--- src/rtl/glitch_sequencer_if.sv ---
// Host/trigger-side bundle for glitch_sequencer: arm/abort/trigger inputs,
// pattern configuration and status outputs.
interface glitch_sequencer_if #(
  parameter int DLY_W = 24,
  parameter int WID_W = 12,
  parameter int GAP_W = 12,
  parameter int CNT_W = 8
);
  logic             arm;
  logic             abort;
  logic             trigger_in;
  logic [DLY_W-1:0] cfg_delay;
  logic [WID_W-1:0] cfg_width;
  logic [GAP_W-1:0] cfg_gap;
  logic [CNT_W-1:0] cfg_count;
  logic             glitch_out;
  logic             armed;
  logic             busy;
  logic             done;
  logic             timeout;
  logic             led_out;

  modport master (
    output arm, abort, trigger_in, cfg_delay, cfg_width, cfg_gap, cfg_count,
    input  glitch_out, armed, busy, done, timeout, led_out
  );

  modport slave (
    input  arm, abort, trigger_in, cfg_delay, cfg_width, cfg_gap, cfg_count,
    output glitch_out, armed, busy, done, timeout, led_out
  );
endinterface

--- src/rtl/glitch_sequencer.sv ---
// One-shot glitch pattern sequencer: after a synchronised trigger rising edge,
// waits a programmed delay then emits count pulses of width separated by gap.
module glitch_sequencer #(
  parameter int DLY_W       = 24,
  parameter int WID_W       = 12,
  parameter int GAP_W       = 12,
  parameter int CNT_W       = 8,
  parameter int ARM_TIMEOUT = 0,
  parameter int TO_W        = 32
) (
  input  logic                 clk,
  input  logic                 rst,
  glitch_sequencer_if.slave    bus
);

  typedef enum logic [2:0] {
    IDLE  = 3'd0,
    ARMED = 3'd1,
    DELAY = 3'd2,
    PULSE = 3'd3,
    GAP   = 3'd4,
    DONE  = 3'd5
  } state_t;

  localparam bit            TO_EN   = (ARM_TIMEOUT > 0);
  localparam logic [TO_W-1:0] TO_LAST = TO_W'(ARM_TIMEOUT - 1);

  state_t           state_r, next_s;
  logic             ff1_r, ff2_r, prev_r;
  logic             trig_rise_s, to_expire_s;
  logic [DLY_W-1:0] dly_lat_r, dly_ctr_r;
  logic [WID_W-1:0] wid_lat_r, wid_ctr_r;
  logic [GAP_W-1:0] gap_lat_r, gap_ctr_r;
  logic [CNT_W-1:0] cnt_lat_r, pls_ctr_r;
  logic [TO_W-1:0]  to_ctr_r;
  logic             glitch_r, armed_r, busy_r, done_r, timeout_r;

  assign trig_rise_s = ff2_r & ~prev_r;
  assign to_expire_s = TO_EN && (to_ctr_r == TO_LAST);

  // Two-flop synchroniser plus edge history, tracked in every state
  always_ff @(posedge clk or posedge rst) begin
    if (rst) begin
      ff1_r  <= 1'b0;
      ff2_r  <= 1'b0;
      prev_r <= 1'b0;
    end else begin
      ff1_r  <= bus.trigger_in;
      ff2_r  <= ff1_r;
      prev_r <= ff2_r;
    end
  end

  // State register
  always_ff @(posedge clk or posedge rst) begin
    if (rst) begin
      state_r <= IDLE;
    end else begin
      state_r <= next_s;
    end
  end

  // Next-state decode; abort overrides every transition
  always_comb begin
    next_s = state_r;
    case (state_r)
      IDLE:    next_s = bus.arm ? ARMED : IDLE;
      ARMED: begin
        if (trig_rise_s) begin
          next_s = (dly_lat_r == '0) ? PULSE : DELAY;
        end else if (to_expire_s) begin
          next_s = IDLE;
        end else begin
          next_s = ARMED;
        end
      end
      DELAY:   next_s = (dly_ctr_r == DLY_W'(1)) ? PULSE : DELAY;
      PULSE: begin
        if (wid_ctr_r == WID_W'(1)) begin
          next_s = (pls_ctr_r == CNT_W'(1)) ? DONE : GAP;
        end else begin
          next_s = PULSE;
        end
      end
      GAP:     next_s = (gap_ctr_r == GAP_W'(1)) ? PULSE : GAP;
      DONE:    next_s = IDLE;
      default: next_s = IDLE;
    endcase
    if (bus.abort) begin
      next_s = IDLE;
    end else begin
      next_s = next_s;
    end
  end

  // Config latch and pattern counters; each loads on entry to its state
  always_ff @(posedge clk or posedge rst) begin
    if (rst) begin
      dly_lat_r <= '0;
      wid_lat_r <= '0;
      gap_lat_r <= '0;
      cnt_lat_r <= '0;
      dly_ctr_r <= '0;
      wid_ctr_r <= '0;
      gap_ctr_r <= '0;
      pls_ctr_r <= '0;
      to_ctr_r  <= '0;
    end else begin
      if (state_r == IDLE && next_s == ARMED) begin
        dly_lat_r <= bus.cfg_delay;
        wid_lat_r <= (bus.cfg_width == '0) ? WID_W'(1) : bus.cfg_width;
        gap_lat_r <= (bus.cfg_gap   == '0) ? GAP_W'(1) : bus.cfg_gap;
        cnt_lat_r <= (bus.cfg_count == '0) ? CNT_W'(1) : bus.cfg_count;
      end
      if (TO_EN && state_r == ARMED && next_s == ARMED) begin
        to_ctr_r <= to_ctr_r + TO_W'(1);
      end else begin
        to_ctr_r <= '0;
      end
      if (state_r == ARMED && next_s == DELAY) begin
        dly_ctr_r <= dly_lat_r;
      end else if (state_r == DELAY && dly_ctr_r != '0) begin
        dly_ctr_r <= dly_ctr_r - DLY_W'(1);
      end
      if (next_s == PULSE && state_r != PULSE) begin
        wid_ctr_r <= wid_lat_r;
      end else if (state_r == PULSE && wid_ctr_r != '0) begin
        wid_ctr_r <= wid_ctr_r - WID_W'(1);
      end
      if (next_s == GAP && state_r != GAP) begin
        gap_ctr_r <= gap_lat_r;
      end else if (state_r == GAP && gap_ctr_r != '0) begin
        gap_ctr_r <= gap_ctr_r - GAP_W'(1);
      end
      if (state_r == ARMED && (next_s == DELAY || next_s == PULSE)) begin
        pls_ctr_r <= cnt_lat_r;
      end else if (state_r == PULSE && next_s == GAP) begin
        pls_ctr_r <= pls_ctr_r - CNT_W'(1);
      end
    end
  end

  // Output flops decoded from the upcoming state so they align with it
  always_ff @(posedge clk or posedge rst) begin
    if (rst) begin
      glitch_r  <= 1'b0;
      armed_r   <= 1'b0;
      busy_r    <= 1'b0;
      done_r    <= 1'b0;
      timeout_r <= 1'b0;
    end else begin
      glitch_r  <= (next_s == PULSE);
      armed_r   <= (next_s == ARMED);
      busy_r    <= (next_s == ARMED) || (next_s == DELAY) ||
                   (next_s == PULSE) || (next_s == GAP);
      done_r    <= (next_s == DONE);
      timeout_r <= (state_r == ARMED) && to_expire_s && !trig_rise_s && !bus.abort;
    end
  end

  assign bus.glitch_out = glitch_r;
  assign bus.armed      = armed_r;
  assign bus.busy       = busy_r;
  assign bus.done       = done_r;
  assign bus.timeout    = timeout_r;
  assign bus.led_out    = busy_r;

endmodule

--- src/flat_wrapper.sv ---
// flat-port wrapper written by rule: the top's interface ports become plain ports
module glitch_sequencer_flat 
#(
  parameter int DLY_W       = 24,
  parameter int WID_W       = 12,
  parameter int GAP_W       = 12,
  parameter int CNT_W       = 8,
  parameter int ARM_TIMEOUT = 0,
  parameter int TO_W        = 32
)
  (clk, rst, bus_arm, bus_abort, bus_trigger_in, bus_cfg_delay, bus_cfg_width, bus_cfg_gap, bus_cfg_count, bus_glitch_out, bus_armed, bus_busy, bus_done, bus_timeout, bus_led_out);
  glitch_sequencer_if #(.DLY_W(DLY_W), .WID_W(WID_W), .GAP_W(GAP_W), .CNT_W(CNT_W)) bus_i ();
  input  logic clk;
  input  logic rst;
  input wire logic [$bits(bus_i.arm)-1:0] bus_arm;
  input wire logic [$bits(bus_i.abort)-1:0] bus_abort;
  input wire logic [$bits(bus_i.trigger_in)-1:0] bus_trigger_in;
  input wire logic [$bits(bus_i.cfg_delay)-1:0] bus_cfg_delay;
  input wire logic [$bits(bus_i.cfg_width)-1:0] bus_cfg_width;
  input wire logic [$bits(bus_i.cfg_gap)-1:0] bus_cfg_gap;
  input wire logic [$bits(bus_i.cfg_count)-1:0] bus_cfg_count;
  output wire logic [$bits(bus_i.glitch_out)-1:0] bus_glitch_out;
  output wire logic [$bits(bus_i.armed)-1:0] bus_armed;
  output wire logic [$bits(bus_i.busy)-1:0] bus_busy;
  output wire logic [$bits(bus_i.done)-1:0] bus_done;
  output wire logic [$bits(bus_i.timeout)-1:0] bus_timeout;
  output wire logic [$bits(bus_i.led_out)-1:0] bus_led_out;
  assign bus_i.arm = bus_arm;
  assign bus_i.abort = bus_abort;
  assign bus_i.trigger_in = bus_trigger_in;
  assign bus_i.cfg_delay = bus_cfg_delay;
  assign bus_i.cfg_width = bus_cfg_width;
  assign bus_i.cfg_gap = bus_cfg_gap;
  assign bus_i.cfg_count = bus_cfg_count;
  assign bus_glitch_out = bus_i.glitch_out;
  assign bus_armed = bus_i.armed;
  assign bus_busy = bus_i.busy;
  assign bus_done = bus_i.done;
  assign bus_timeout = bus_i.timeout;
  assign bus_led_out = bus_i.led_out;
  glitch_sequencer #(.DLY_W(DLY_W), .WID_W(WID_W), .GAP_W(GAP_W), .CNT_W(CNT_W), .ARM_TIMEOUT(ARM_TIMEOUT), .TO_W(TO_W)) u_core (.clk(clk), .rst(rst), .bus(bus_i));
endmodule
--- config.mk ---
export PLATFORM = sky130hd
export DESIGN_NAME = glitch_sequencer_flat
export DESIGN_NICKNAME = d
export VERILOG_FILES = /design/src/rtl/glitch_sequencer_if.sv /design/src/rtl/glitch_sequencer.sv /design/src/flat_wrapper.sv
export SDC_FILE = /design/constraint.sdc
export NUM_CORES = 1
export LEC_CHECK = 0
export BUFFER_PORTS_ARGS = -buffer_cell sky130_fd_sc_hd__buf_2
export CAP_MARGIN = 20
export CORE_MARGIN = 1.5
export CORE_UTILIZATION = 40
export DETAILED_ROUTE_END_ITERATION = 8
export GPL_TIMING_DRIVEN = 0
export PLACE_DENSITY = 0.72
export SYNTH_ARGS = -nofsm -noshare
export SYNTH_HDL_FRONTEND = slang
export SYNTH_SLANG_ARGS = --single-unit
export TNS_END_PERCENT = 10
--- constraint.sdc ---
create_clock -name clk -period 3.8 [get_ports clk]
set_clock_uncertainty 0.1 [all_clocks]
set_input_delay 0.38 -clock clk [delete_from_list [all_inputs] [get_ports clk]]
set_output_delay 0.38 -clock clk [all_outputs]
set_load 0.01 [all_outputs]
Word-level counts from Yosys, hierarchy flattened
Index checks and enable logic that the tools add are counted.
- equal/unequal tests: 15
- reductions and logical operators: 25
- multiplexer cells: 20
- add/sub/neg operators: 4
- bitwise gates (word level): 2
- operator list (kind ; number):
    2-to-1 mux 12 bit ; 6
    2-to-1 mux 24 bit ; 2
    equality test 12 x 1 -> 1 bit, second input constant ; 2
    equality test 24 x 1 -> 1 bit, second input constant ; 1
    zero test 12 bit ; 2
    zero test 24 bit ; 1
    2-to-1 mux 8 bit ; 3
    nonzero test 12 bit ; 2
    nonzero test 24 bit ; 1
    subtractor 12 x 1 -> 12 bit, second input constant ; 2
    subtractor 24 x 1 -> 24 bit, second input constant ; 1
    one-hot mux 3 bit (5 select lines) ; 1
    equality test 3 x 2 -> 1 bit, second input constant ; 4
    2-to-1 mux 3 bit ; 4
    equality test 3 bit, second input constant ; 3
    logical AND 1 bit ; 9
    equality test 8 x 1 -> 1 bit, second input constant ; 1
    zero test 8 bit ; 1
    nonzero test 2 bit ; 4
    subtractor 8 x 1 -> 8 bit, second input constant ; 1
    equality test 3 x 1 -> 1 bit, second input constant ; 2
    logical OR 1 bit ; 4
    2-to-1 mux 1 bit ; 4
    zero test 3 bit ; 1
    4 further kinds ; 4
- output and inout port bits: 6
- logic and storage cells: 82
- register bits after elaboration: 122
- input bits: 61

Longest topological paths before layout
- depth after elaboration: 9
- mapped depth: 11
- depth with buffers taken out: 8

Worst setup path before layout
OpenSTA, ideal clock, no wires.
- path type: register to register
- from: register u_core.dly_ctr_r[12]
- to: register u_core.cnt_lat_r[4]
- stages on the path, launching flop included: 9
- data arrival time: 2.181 ns
- period minus slack after synthesis: 2.409 ns
- setup slack: 1.391 ns
- data required time: 3.573 ns
- path buffers: 2
- library setup time: 0.127 ns
- cell sequence: dfrtp_1 -> nor4_4 -> nand4_2 -> nor3_2 -> and3b_1 -> a21oi_4 -> buf_8 -> buf_12 -> mux2_1
- word-level cells in the longest chain between the ends: 6
- ends and longest elaborated chain (element ; line ; text):
    start: declaration ; glitch_sequencer.sv:31 ; logic [DLY_W-1:0] dly_lat_r, dly_ctr_r;
    start signal: assignment ; glitch_sequencer.sv:121 ; dly_ctr_r <= dly_lat_r;
    start signal: assignment ; glitch_sequencer.sv:123 ; dly_ctr_r <= dly_ctr_r - DLY_W'(1);
    equality test 24 x 1 -> 1 bit ; glitch_sequencer.sv:77 ; DELAY: next_s = (dly_ctr_r == DLY_W'(1)) ? PULSE : DELAY;
    2-to-1 mux 1 bit ; glitch_sequencer.sv:77 ;
    one-hot mux 3 bit (5 select lines) ; glitch_sequencer.sv:66 ; case (state_r)
    2-to-1 mux 3 bit ; glitch_sequencer.sv:89 ; if (bus.abort) begin
    equality test 3 x 1 -> 1 bit ; glitch_sequencer.sv:109 ; if (state_r == IDLE && next_s == ARMED) begin
    logical AND 1 bit ; glitch_sequencer.sv:109 ;
    end signal: assignment ; glitch_sequencer.sv:113 ; cnt_lat_r <= (bus.cfg_count == '0) ? CNT_W'(1) : bus.cfg_count;
    end: declaration ; glitch_sequencer.sv:34 ; logic [CNT_W-1:0] cnt_lat_r, pls_ctr_r;
No other way between the ends.
A chain may end at the register's enable or synchronous reset.

Final worst setup path
- from: register u_core.dly_lat_r[23]
- to: register u_core.gap_lat_r[11]
- word-level cells in the longest chain between the ends: 7
- ends and longest elaborated chain (element ; line ; text):
    start: declaration ; glitch_sequencer.sv:31 ;
    start signal: assignment ; glitch_sequencer.sv:110 ; dly_lat_r <= bus.cfg_delay;
    zero test 24 bit ; glitch_sequencer.sv:70 ; next_s = (dly_lat_r == '0) ? PULSE : DELAY;
    2-to-1 mux 1 bit ; glitch_sequencer.sv:70 ;
    2-to-1 mux 3 bit ; glitch_sequencer.sv:69 ; if (trig_rise_s) begin
    one-hot mux 3 bit (5 select lines) ; glitch_sequencer.sv:66 ;
    2-to-1 mux 3 bit ; glitch_sequencer.sv:89 ;
    equality test 3 x 1 -> 1 bit ; glitch_sequencer.sv:109 ;
    logical AND 1 bit ; glitch_sequencer.sv:109 ;
    end signal: assignment ; glitch_sequencer.sv:112 ; gap_lat_r <= (bus.cfg_gap == '0) ? GAP_W'(1) : bus.cfg_gap;
    end: declaration ; glitch_sequencer.sv:33 ; logic [GAP_W-1:0] gap_lat_r, gap_ctr_r;
No other way between the ends.

==> metrics <==
CP max FO 10; post-synthesis cell area 0.006436 mm²; WS Path Type flip-flop to flip-flop; critical path arrival 3150 ps; gr usage total 0.1913; final core occ 0.4885; CP Data Required Time 4000 ps; antenna cell count 0; CTS tree built; # fillers 1,433; layout cells sized above 1 0.2448; Max Used Layer met4; Worst Hold Slack 75.79 ps; Clock transition at path regs 60 ps; vias per inst 5.566; CTS resizes 0; Post-CTS Setup Inserts 0; met3 WL post-DR 773 µm; DP Cell Count 856; flops & latches, synth 122; Final period util 0.7763; CTS Sinks 122; slew margin rel. 0.5828; Pre-antenna DRT Iters 5; antenna viol nets, final 0; max_cap viols 0; Final nets 733; worst hold path type input pin to flip-flop; DRC 0; area delta synth->final 20.12%; worst-margin pin slew 620.1 ps; Setup WS post-layout 849.9 ps; die span in x 129.9 µm; WL met2 7.304 mm; Die Y 129.9 µm; FFs w/ async S/R, synth 1.000; kind of start point of the critical path flip-flop; outcome completed; Cell Rows 46; initial antenna violation count 0; Ys Warns 0; clk_lat worst skew 420 ps; M1 wire length 6.603 mm; Netlist cell types 66; core area 0.01583 mm²; Pleak 3.296 nW; H-tree level count 4; via count 4,954; TritonCTS Buffers 17; Place WS 885.5 ps; die area 0.01686 mm²; Clock Path Buffers 2; HPWL after detailed placement 10.62 mm; final instance area 0.007731 mm²; GP Congestion 0.8816; CP endpoint kind flip-flop; VDD IR-drop max 0.3623 mV; vias in the first global route 5,098; fmax 339.0 MHz; post-synth top area share 0.4743; register area share after synthesis 0.4743; setup TNS 0 ps; PortBufs 65; ys flop type dfrtp_1; post-route insts no fill 890; Placed Area 0.007064 mm²; Final Power 4.920 mW; post-synthesis cell count 574; Congestion Overflow GR 0; post-synth net total 646; Initial Util 0.4066; root buffer cell clkbuf_16; PwrDens 636.4 mW/mm²; endpoints failing hold 0; EDFF count, synth 0; Post-Syn Area per Cell 11.21 µm²; wirelength, routed 14.89 mm; max-slew violations 0; IO Count 67; post-layout min period 2950 ps; first-pass GRT wire length 25.12 mm; RSZ-0062 raised after global routing false; largest net degree at the start of global routing 73; DR iter-0 viols 372; Wirelength per Cell 16.73 µm; Yosys top cell by area dfrtp_1; top cells by area, synth dfrtp_1 (47%), mux2_4 (7.7%), mux2_1 (4.4%); final setup violation count 0
layer usage:
| metal | track usage | vias up |
|---|---|---|
| li1 | - | 2308 |
| met1 | 0.2397 | 2448 |
| met2 | 0.3184 | 180 |
| met3 | 0.05740 | 18 |
| met4 | 0.06013 | 0 |
| met5 | 0 | - |
flip-flops by register name, indices dropped and copies added (netlist names), 3 cells and up:
| register | cells |
|---|---|
| u_core.cnt_lat_r | 8 |
| u_core.dly_ctr_r | 24 |
| u_core.dly_lat_r | 24 |
| u_core.gap_ctr_r | 12 |
| u_core.gap_lat_r | 12 |
| u_core.pls_ctr_r | 8 |
| u_core.state_r | 3 |
| u_core.wid_ctr_r | 12 |
| u_core.wid_lat_r | 12 |
repair_timing:
action / 4_1_cts / 5_1_grt
endpoints found under the hold margin: 51 / 0
hold buffers: 2 / 0
endpoints found under the setup margin: 0 / 0
critical path, stage by stage, from the launching register on:
cell     delay [ps]
dfrtp_1         410
nor4_1          520
nand4_1         180
or2_0           250
buf_1           200
and3b_1         280
a21oi_4         200
buf_8           190
buf_12          170
mux2_1          320
cells in the final DEF, fill, tap and decap left out, drive strengths merged, types with 9 or more instances in the layout:
cell type,n
a21oi,18
a221o,11
a31oi,9
buf,87
clkbuf,30
dfrtp,122
ha,11
inv,16
mux2,59
mux2i,15
nand2,35
nand3,30
nand4,15
nor2,45
nor3,16
nor4,26
o211ai,9
o21ai,16
or4,10
xnor2,10
xor2,14
cell usage after synthesis, drive strengths merged, types with 3 or more instances:
library cell and instances:
a21oi 18, a221o 11, a31oi 9, and3 4, buf 21, clkbuf 9, dfrtp 122, ha 11
inv 16, mux2 59, mux2i 15, nand2 35, nand3 30, nand3b 5, nand4 15, nor2 45
nor3 16, nor4 26, o211ai 9, o21ai 16, o311ai 5, or2 3, or3 7, or4 10
xnor2 10, xor2 14
worst paths after layout:
check	startpoint	to	cells past startpoint	slack, ps
setup / recovery	u_core.dly_lat_r[23]	u_core.gap_lat_r[11]	9	850
hold / removal	bus_cfg_delay[17]	u_core.dly_lat_r[17]	2	80
min in group asynchronous	rst	u_core.dly_lat_r[4]	3	440
hold reg to reg	u_core.ff1_r	u_core.ff2_r	0	250
setup reg to reg	u_core.dly_lat_r[23]	u_core.gap_lat_r[11]	9	850
max in group asynchronous	rst	u_core.wid_lat_r[5]	4	2450
kinds of logic after synthesis:
family / Yosys count / synth area share
and+or+nand+nor: 211 / 0.1870
DFF: 122 / 0.4743
AOI/OAI and AO/OA: 85 / 0.09565
muxes: 74 / 0.1458
buffers and inverters: 46 / 0.04257
xor gates and xnor gates: 24 / 0.03266
adders and majority gates: 11 / 0.02138
other: 1 / 0.0005826
final cells by class:
type | instances | area (µm²) | share of cell area
multi-input combinational | 406 | 3109 | 0.4022
sequential | 122 | 3053 | 0.3949
clock buffer | 21 | 480.5 | 0.06215
timing repair buffer | 68 | 372.9 | 0.04823
tap | 216 | 270.3 | 0.03496
buffer | 30 | 214.0 | 0.02767
clock inverter | 11 | 166.4 | 0.02152
inverter | 16 | 65.06 | 0.008416
power by group:
| part | internal (mW) | switching [mW] | total [mW] | leakage [nW] |
|---|---|---|---|---|
| Sequential | 1.70 | 0.401 | 2.10 | 1.43 |
| Combinational | 0.562 | 0.513 | 1.07 | 1.55 |
| Clock | 1.16 | 0.585 | 1.75 | 0.311 |
| Total | 3.42 | 1.50 | 4.92 | 3.30 |
(Power assumes the default switching activity.)
